## src/rtl/ramspx_arb.sv

```systemverilog
// ramspx_arb: zero-fills a single-port RAM, then arbitrates two clients onto it
// with combinational grants, round-robin on ties and a 2-cycle read return.
module ramspx_arb #(
  parameter int ADDRBIT = 11,
  parameter int DEPTH   = 1536,
  parameter int WIDTH   = 32
) (
  input  logic               clk,
  input  logic               rst_n,
  input  logic               clr,
  output logic               rdy,
  input  logic               a_req,
  input  logic               a_we,
  input  logic [ADDRBIT-1:0] a_addr,
  input  logic [WIDTH-1:0]   a_di,
  output logic               a_gnt,
  output logic               a_rvld,
  output logic [WIDTH-1:0]   a_do,
  input  logic               b_req,
  input  logic               b_we,
  input  logic [ADDRBIT-1:0] b_addr,
  input  logic [WIDTH-1:0]   b_di,
  output logic               b_gnt,
  output logic               b_rvld,
  output logic [WIDTH-1:0]   b_do,
  output logic [ADDRBIT-1:0] ram_a,
  output logic               ram_we,
  output logic [WIDTH-1:0]   ram_di,
  input  logic [WIDTH-1:0]   ram_do
);
  typedef enum logic {INIT, RUN} state_t;
  state_t r_state, w_next;
  logic [ADDRBIT-1:0] r_cnt, w_cnt_nxt;
  logic r_lastg;
  logic r_rda, r_rdb;
  logic w_run, w_ga, w_gb;
  assign w_run = (r_state == RUN);
  // r_lastg: 1 means B was granted most recently
  assign w_ga = w_run & a_req & (~b_req | r_lastg);
  assign w_gb = w_run & b_req & ~w_ga;
  always_comb begin
    w_next    = r_state;
    w_cnt_nxt = r_cnt;
    if (r_state == INIT) begin
      w_cnt_nxt = clr ? '0 : r_cnt + 1'b1;
      if (!clr && r_cnt == ADDRBIT'(DEPTH - 1)) begin
        w_next    = RUN;
        w_cnt_nxt = '0;
      end
    end else if (clr) begin
      w_next    = INIT;
      w_cnt_nxt = '0;
    end
  end
  // the fill write is gated by rst_n so the RAM sees no write while held in reset
  assign rdy    = w_run;
  assign a_gnt  = w_ga;
  assign b_gnt  = w_gb;
  assign ram_we = !w_run ? rst_n : w_ga ? a_we : w_gb ? b_we : 1'b0;
  assign ram_a  = !w_run ? r_cnt : w_ga ? a_addr : w_gb ? b_addr : '0;
  assign ram_di = !w_run ? '0 : w_ga ? a_di : w_gb ? b_di : '0;
  always_ff @(posedge clk or negedge rst_n) begin
    if (!rst_n) begin
      r_state <= INIT;
      r_cnt   <= '0;
      r_lastg <= 1'b1;
      r_rda   <= 1'b0;
      r_rdb   <= 1'b0;
      a_rvld  <= 1'b0;
      b_rvld  <= 1'b0;
      a_do    <= '0;
      b_do    <= '0;
    end else begin
      r_state <= w_next;
      r_cnt   <= w_cnt_nxt;
      r_lastg <= w_ga ? 1'b0 : w_gb ? 1'b1 : r_lastg;
      r_rda   <= w_ga & ~a_we;
      r_rdb   <= w_gb & ~b_we;
      a_rvld  <= r_rda;
      b_rvld  <= r_rdb;
      if (r_rda) a_do <= ram_do;
      if (r_rdb) b_do <= ram_do;
    end
  end
endmodule

```

## config.mk

```make
export PLATFORM = sky130hd
export DESIGN_NAME = ramspx_arb
export DESIGN_NICKNAME = d
export VERILOG_FILES = /design/src/rtl/ramspx_arb.sv
export SDC_FILE = /design/constraint.sdc
export NUM_CORES = 1
export LEC_CHECK = 0
export CAP_MARGIN = 10
export CORE_ASPECT_RATIO = 0.7
export CORE_MARGIN = 2
export CORE_UTILIZATION = 33
export CTS_CLUSTER_DIAMETER = 200
export DETAILED_ROUTE_END_ITERATION = 12
export PLACE_DENSITY = 0.77
export SYNTH_ARGS = -nofsm -noshare
export SYNTH_HDL_FRONTEND = slang
export SYNTH_SLANG_ARGS = --single-unit
```

## constraint.sdc

```tcl
create_clock -name clk -period 1.5 [get_ports clk]
set_clock_uncertainty 0.15 [all_clocks]
set_input_delay 0.3 -clock clk [delete_from_list [all_inputs] [get_ports clk]]
set_output_delay 0.3 -clock clk [all_outputs]
set_load 0.05 [all_outputs]
```

# Yosys cells after proc, flatten, opt, wreduce, memory -nomap -nowiden
# Index checks and enable logic that the tools add are counted.
# op_classes
addsub	1
n_eq_ne	2
mux	18
bitwise_logic	11
reduce_logical	3
# op_table
operator	count
32-bit two-way mux	3
11-bit two-way mux	7
11-bit by 1-bit adder with 11-bit output (second input constant)	1
11-bit == test (second input constant)	1
1-bit two-way mux	8
1-bit AND	6
1-bit NOT	4
2-bit inequality test (second input constant)	1
2-bit nonzero test	1
1-bit logical AND	1
1-bit zero test	1
1-bit OR	1
# totals
regBits	81
input_bits	125
out_inout_bits	113
wordCells	44

# Longest topological paths before layout
# depth
depth_word	8
depth_mapped	7
depth_no_buf	5

# Least setup slack after synthesis
# Ideal clock, no wire load.
# synth_path
path_type	register to output
from	reg r_state (netlist: rdy)
to	out ram_a[2]
arrival_ns	2.545
required_time_ns	1.050
slack_ns	-1.495
stages_incl_launch_ff	7
path_buffers	2
cell_sequence	dfrtp_1 o211ai_2 inv_2 buf_2 buf_2 nand2_1 a31oi_1
# synth_between
elab_chain_len	7
word_cells_on_any_way	8
classes_between	mux (3); bitwise (5)
# synth_rtl
element	line	text
start, declared	32	state_t r_state, w_next;
start signal, assigned	74	r_state <= w_next;
1-bit AND * (2 in series)	39	assign w_ga = w_run & a_req & (~b_req | r_lastg);
net a_gnt	16	output logic a_gnt,
1-bit NOT	40	assign w_gb = w_run & b_req & ~w_ga;
1-bit AND	40	
11-bit two-way mux	60	assign ram_a = !w_run ? r_cnt : w_ga ? a_addr : w_gb ? b_addr : '0;
11-bit two-way mux * (2 in series)	60	
end, declared	26	output logic [ADDRBIT-1:0] ram_a,
# The timed path passes the listed nets; every way through them passes the cells marked *.

# Worst setup path in the final report
# layout_path
from	reg r_lastg
to	out ram_we
# layout_between
elab_chain_len	7
# layout_rtl
element	line	text
start, declared	34	logic r_lastg;
start signal, assigned	76	r_lastg <= w_ga ? 1'b0 : w_gb ? 1'b1 : r_lastg;
1-bit OR *	39	
1-bit AND *	39	
1-bit NOT	40	
1-bit AND	40	
1-bit two-way mux	59	assign ram_we = !w_run ? rst_n : w_ga ? a_we : w_gb ? b_we : 1'b0;
1-bit two-way mux * (2 in series)	59	
end, declared	27	output logic ram_we,
# Every way passes the cells marked *; elsewhere a longest branch is shown, timed or not.

==> reports/results.txt <==
met1 usage - 0.298
Post-synth EDFFs - 0
met3 track demand over resource - 0.0862
Worst EP required - 1.05 ns
TritonCTS clock tree - yes
routed wire length - 16,700 um
endpoint type of the worst setup path - output port
largest cells by area after synthesis - dfrtp_1 (53%), mux2_2 (19%), a22o_1 (7.5%), nand3_1 (2.4%), a31oi_1 (2.0%)
fraction of layout cells with a size suffix above 1 - 0.593
Setup violations, final - 60
Layout Utilization - 0.826
Hold Violations, Final - 0
Multi-input gate area - 2310 um2
Max clock buf depth - 2
GRT Max-Usage Layer - met2
first-pass GRT wire length - 25,200 um
Worst Max-Slew Pin Slew - 0.426 ns
crit-path max FO - 13
Starting DRT DRC Count - 168
total CTS buffers - 9
ys flop type - dfrtp_1
post-synthesis net count - 432
total global-route track usage - 0.268
initial antenna violation count - 1
H-tree levels - 3
post-synth top area share - 0.534
Max Cap Viol - 0
pin count of the biggest net entering global routing - 82
largest area contributor in the netlist - dfrtp_1
Avg Cell Area, Syn - 12.2 um2
Congestion Overflow GR - 0
Post-Syn Area - 3750 um2
HPWL Detailed - 11,700 um
Seq cells post-synth - 81
filler instances - 537
vias in the first global route - 4,439
leakage - 4.03 nW
outcome - finished with violations
final setup margin - -0.801 ns
via count - 3,870
min Tclk post-route - 2.30 ns
Clock Latency Late Sink - 0.32 ns
Synth warnings - 0
Async SR Flop Fraction - 1.00
routability cong. - 0.864
RSZ-0062 raised after global routing - true
Final Net Count - 726
nature of the critical path startpoint - flop
wire length per cell - 22.0 um
core area - 11,100 um2
failing checks - negative setup slack
Final period util - 1.53
Critical Setup Path Class - reg -> out
pwr dens - 709 nW/um2
Seq/Total Area, Yosys - 0.541
drt first pass iters - 4
die area - 12,200 um2
Final Instance Area - 9130 um2
I/O pin count - 238
slew margin rel. - 0.716
Power Total - 0.00647 W
met2 usage in global routing - 0.488
clk slew on worst S/H paths - 0.06 ns
worst hold path class - reg -> reg
Clock Tree Root - clkbuf_16
FF+latch area - 2030 um2
area post-placement - 8180 um2
Peak Freq - 435 MHz
Starting Density - 0.339
commonest cells after routing, fill and taps aside - clkdlybuf4s50_1 (122), buf_12 (122), dfrtp_1 (79)
Die Ht - 93.1 um
DIE WIDTH - 131 um
post-route ant nets - 0
clock sink count - 81
Rows - 32
Synth-to-Final Area Change - 144%
post-synthesis instance total - 306
vias per cell - 5.09
Pins Over Slew Limit - 0
Synth cell types - 36
peak supply drop - 0.617 mV
number of port buffers - 237
CP Data Arrival Time - 1.85 ns
DR DRC count - 0
[area by class of cell]
| type | instances | share of cell area |
|---|---|---|
| well taps | 153 | 0.0210 |
| flip-flops and latches | 81 | 0.222 |
| diodes | 2 | 0.000548 |
| repair buffers | 306 | 0.468 |
| multi-input cells | 199 | 0.253 |
| clock buffers | 10 | 0.0262 |
| inverters | 3 | 0.00151 |
| clock inverters | 6 | 0.00795 |
[cells in the mapped netlist (all sizes together), types with 2 or more instances]
library cell / n
or4: 2
nor2: 19
mux2: 64
a31oi: 12
a22o: 32
a21oi: 6
nand2b: 2
o211ai: 2
buf: 16
nand3: 20
nand2: 19
nor2b: 2
inv: 3
xnor2: 2
dfrtp: 80
nor3: 4
clkbuf: 7
nor4: 2
xor2: 2
[stage by stage]
step / instances / hold slack (ns) / setup WS [ns] / TNS (ns)
floorplan: 306 / -0.146 / -0.521 / -23.47
global placement: 717 / 0.235 / -1.06 / -44.08
detailed placement: 717 / 0.243 / -1.10 / -45.48
CTS: 754 / -0.109 / -0.777 / -35.74
global route: 760 / 0.435 / -0.829 / -39.56
finish: 760 / 0.422 / -0.801 / -37.56
[metal layers]
layer,wire length [um],vias to the layer above,part of all wire
met3,1380,27,0.082
met5,0,-,0
li1,-,1721,-
met1,6210,1919,0.37
met4,373,0,0.022
met2,8760,203,0.52
[critical path, cell delays in order (launching register included)]
cell and delay (ns):
dfstp_2 0.57, o211ai_4 0.10, inv_4 0.11, nor3_4 0.06, buf_12 0.15, a221o_2 0.38
buf_12 0.16
[cell families (layout without fill, tap and decap cells)]
logic type | after synthesis | count (layout) | share of synthesized area
buffers and inverters | 26 | 325 | 0.0357
muxes | 65 | 65 | 0.195
adders and majority gates | 1 | 1 | 0.00334
AOI/OAI and AO/OA | 56 | 56 | 0.119
DFF | 81 | 81 | 0.541
other | 0 | 2 | 0
xor gates and xnor gates | 4 | 4 | 0.00935
and+or+nand+nor | 73 | 73 | 0.0962
[power by group]
part           leakage, nW  switching, W  internal [W]  total, W
registers             1.09      0.000146       0.00232   0.00246
clock network        0.155      0.000915       0.00136   0.00227
logic                 2.79      0.000799      0.000938   0.00174
[path summary, 6_finish.rpt]
| kind | cells after the start | endpoint | from | slack (ns) |
|---|---|---|---|---|
| max | 6 | ram_we | r_lastg$_DFFE_PN1P_ | -0.80 |
| min | 1 | b_do[3]$_DFFE_PN0P_ | b_do[3]$_DFFE_PN0P_ | 0.42 |
| max reg2reg | 7 | r_cnt[7]$_DFFE_PN0P_ | rdy$_DFF_PN0_ | -0.36 |
| min reg2reg | 1 | b_do[3]$_DFFE_PN0P_ | b_do[3]$_DFFE_PN0P_ | 0.42 |
| max in group asynchronous | 3 | r_lastg$_DFFE_PN1P_ | rst_n | 0.38 |
| min in group asynchronous | 3 | b_rvld$_DFF_PN0_ | rst_n | 0.49 |
[sequential cells by signal, indices dropped and copies added, names as in the netlist]
signal / flops
r_rda: 1
r_rdb: 1
a_rvld: 1
a_do: 32
r_lastg: 1
b_rvld: 1
r_cnt: 11
b_do: 32
rdy: 1
[timing repair]
item,CTS,global route
gates cloned,5,0
pin swaps,26,29
hold endpoints to repair,80,80
endpoints found under the setup margin,61,61
setup buffers,16,6
resized for setup,63,21
(Power assumes the default switching activity.)
==> variant: new RTL, config.mk and constraints unchanged <==
The parameter `WIDTH` goes from 32 to 28.
--- a/src/rtl/ramspx_arb.sv
+++ b/src/rtl/ramspx_arb.sv
@@ -5,3 +5,3 @@
   parameter int DEPTH   = 1536,
-  parameter int WIDTH   = 32
+  parameter int WIDTH   = 28
 ) (
Ports: changed (6 resized); port bits go from 238 to 214. No check against the original RTL was run, so the function may have changed too.
==> variant against the unedited design <==
The run still ends with negative setup slack left. Hold slack lost 0.38 ns. Via count shrank 8.5%. Setup slack improved by 0.079 ns. Area after synthesis decreased by 9.5%. Routed wire length is 12% lower. Cell count shrank 11%. Clock power decreased by 7%. Sequential cell count shrank 8. Total power decreased by 15%. Design area decreased by 10%. Fmax grew 3.6%. Critical path depth down 1. Synthesized cell count shrank 6.5%. Critical path type unchanged. Largest power group unchanged.
==> variant: results (changes against the unedited design) <==
Placed design
The post-place instance area was 7330 um2 (was 8180 um2). The routability congestion estimate from global placement is 0.913 (was 0.864). The detailed placement HPWL came to 10.4 mm (was 11.7 mm). The number of input and output port buffers inserted is 213 (was 237).

Route
The via total after detailed routing is 3,540 (was 3,870). The total wire length after detailed routing is 14.7 mm (was 16.7 mm).

GRT
The number of antenna violations at the first check in global routing is 0 (was 1). The via count of the first global-routing pass was 3,797 (was 4,439). The wire length of the first global-routing pass is 21.6 mm (was 25.2 mm).

The global-route usage over all layers was 25.8% (was 26.8%).

Power and ir drop
The net switching component of the power is 1.49 mW (was 1.86 mW). The maximum resistive drop on vdd came to 0.545 mV (was 0.617 mV).

Yosys
Commonest cells post-synth: dfrtp_1, mux2_2, a22o_1, nor2_1, nand2_1 (was dfrtp_1, mux2_2, a22o_1, nand2_1, nor2_1). The number of instances in the synthesized netlist is 286 (was 306). The portion of the post-synthesis area used by sequential elements is 53.9% (was 54.1%). Largest cells by area after synthesis: dfrtp_1, mux2_2, a22o_1, a31oi_1, nor2_1 (was dfrtp_1, mux2_2, a22o_1, nand3_1, a31oi_1).

Layout
The share of final-layout standard cells stronger than drive strength 1 is 56.5% (was 59.3%). Largest registers: a_do (28), b_do (28), r_cnt (11) (was a_do (32), b_do (32), r_cnt (11)).

Run status
Violated checks: negative setup slack (unchanged). Status: finished with violations (unchanged).

Timing
The worst slew slack as a fraction of its limit is 38.6% (was 71.6%). The least setup slack across all paths after layout is -0.722 ns (was -0.801 ns). The sum of negative setup slack was -32.02 ns (was -37.56 ns). The setup violation total in the final timing report came to 55 (was 60).

Worst setup path
The biggest fanout along the worst timing path is 9 (was 13). The largest stage delay on the critical path is 0.55 ns (was 0.57 ns).

Worst hold path
The kind of path behind the tightest hold check is primary input to async pin (was register to register).
## variant: final timing paths
path / slack (ns) / start / cells past startpoint / to
max reg2reg: -0.33 / rdy$_DFF_PN0_ / 8 / r_cnt[9]$_DFFE_PN0P_
min reg2reg: 0.38 / r_lastg$_DFFE_PN1P_ / 1 / r_lastg$_DFFE_PN1P_
max in group asynchronous: 0.50 / rst_n / 2 / rdy$_DFF_PN0_
max: -0.72 / r_lastg$_DFFE_PN1P_ / 5 / ram_di[8]
min: 0.05 / rst_n / 2 / r_cnt[9]$_DFFE_PN0P_
min in group clk: 0.38 / r_lastg$_DFFE_PN1P_ / 1 / r_lastg$_DFFE_PN1P_
## variant: worst register-to-register path: cells and delay by family, from the launching register on
family | cells | cell delay (ns)
buffers and inverters | 4 | 0.53
flip-flops | 1 | 0.48
AO/OA/AOI/OAI | 3 | 0.45
AND/OR/NAND/NOR | 1 | 0.11
## variant: repair_timing
item	4_1_cts	5_1_grt
setup endpoints to repair	55	55
gates resized for setup	55	26
buffers inserted	10	9
cloned	4	2
pin swaps	22	14
## variant: layer usage
layer	track usage, %	part of all wire, %	vias up
li1	-	-	1567
met1	28.8	35	1738
met2	48.4	53	211
met3	8.40	9.7	24
met4	7.07	1.7	0
met5	0	0	-
## variant: power by group through the flow
| stage | sequential, mW | combinational [mW] | clock (mW) |
|---|---|---|---|
| after floorplan | 2.41 | 0.168 | 0 |
| after global placement | 2.18 | 1.20 | 0 |
| after detailed placement | 2.19 | 1.23 | 0 |
| after CTS | 2.15 | 1.26 | 2.15 |
| after global routing | 2.16 | 1.31 | 2.24 |
| final | 2.15 | 1.26 | 2.12 |
## variant: kinds of logic after synthesis
kind of cell,after synthesis,synth area share (%)
compound gates,55,12.8
xor+xnor,2,0.517
fa+ha+maj,1,0.369
buf+inv,23,3.02
flops,73,53.9
mux,58,19.2
simple gates,74,10.2
## variant: cell type report
class / instances / area (um2)
inverter: 2 / 10.0
timing repair buffer: 265 / 3770
tap: 128 / 160
sequential: 73 / 1830
clock inverter: 6 / 67.6
fill: 501 / 1660
multi-input combinational: 191 / 2110
clock buffer: 10 / 229
## variant: stage by stage
| stage | setup WS [ns] | utilization [%] | total power [mW] |
|---|---|---|---|
| floorplan | -0.455 | - | 2.58 |
| global placement | -0.805 | 74.6 | 3.38 |
| detailed placement | -0.823 | 74.6 | 3.41 |
| CTS | -0.741 | 81.6 | 5.56 |
| global route | -0.752 | 83.1 | 5.72 |
| finish | -0.722 | 83.1 | 5.53 |
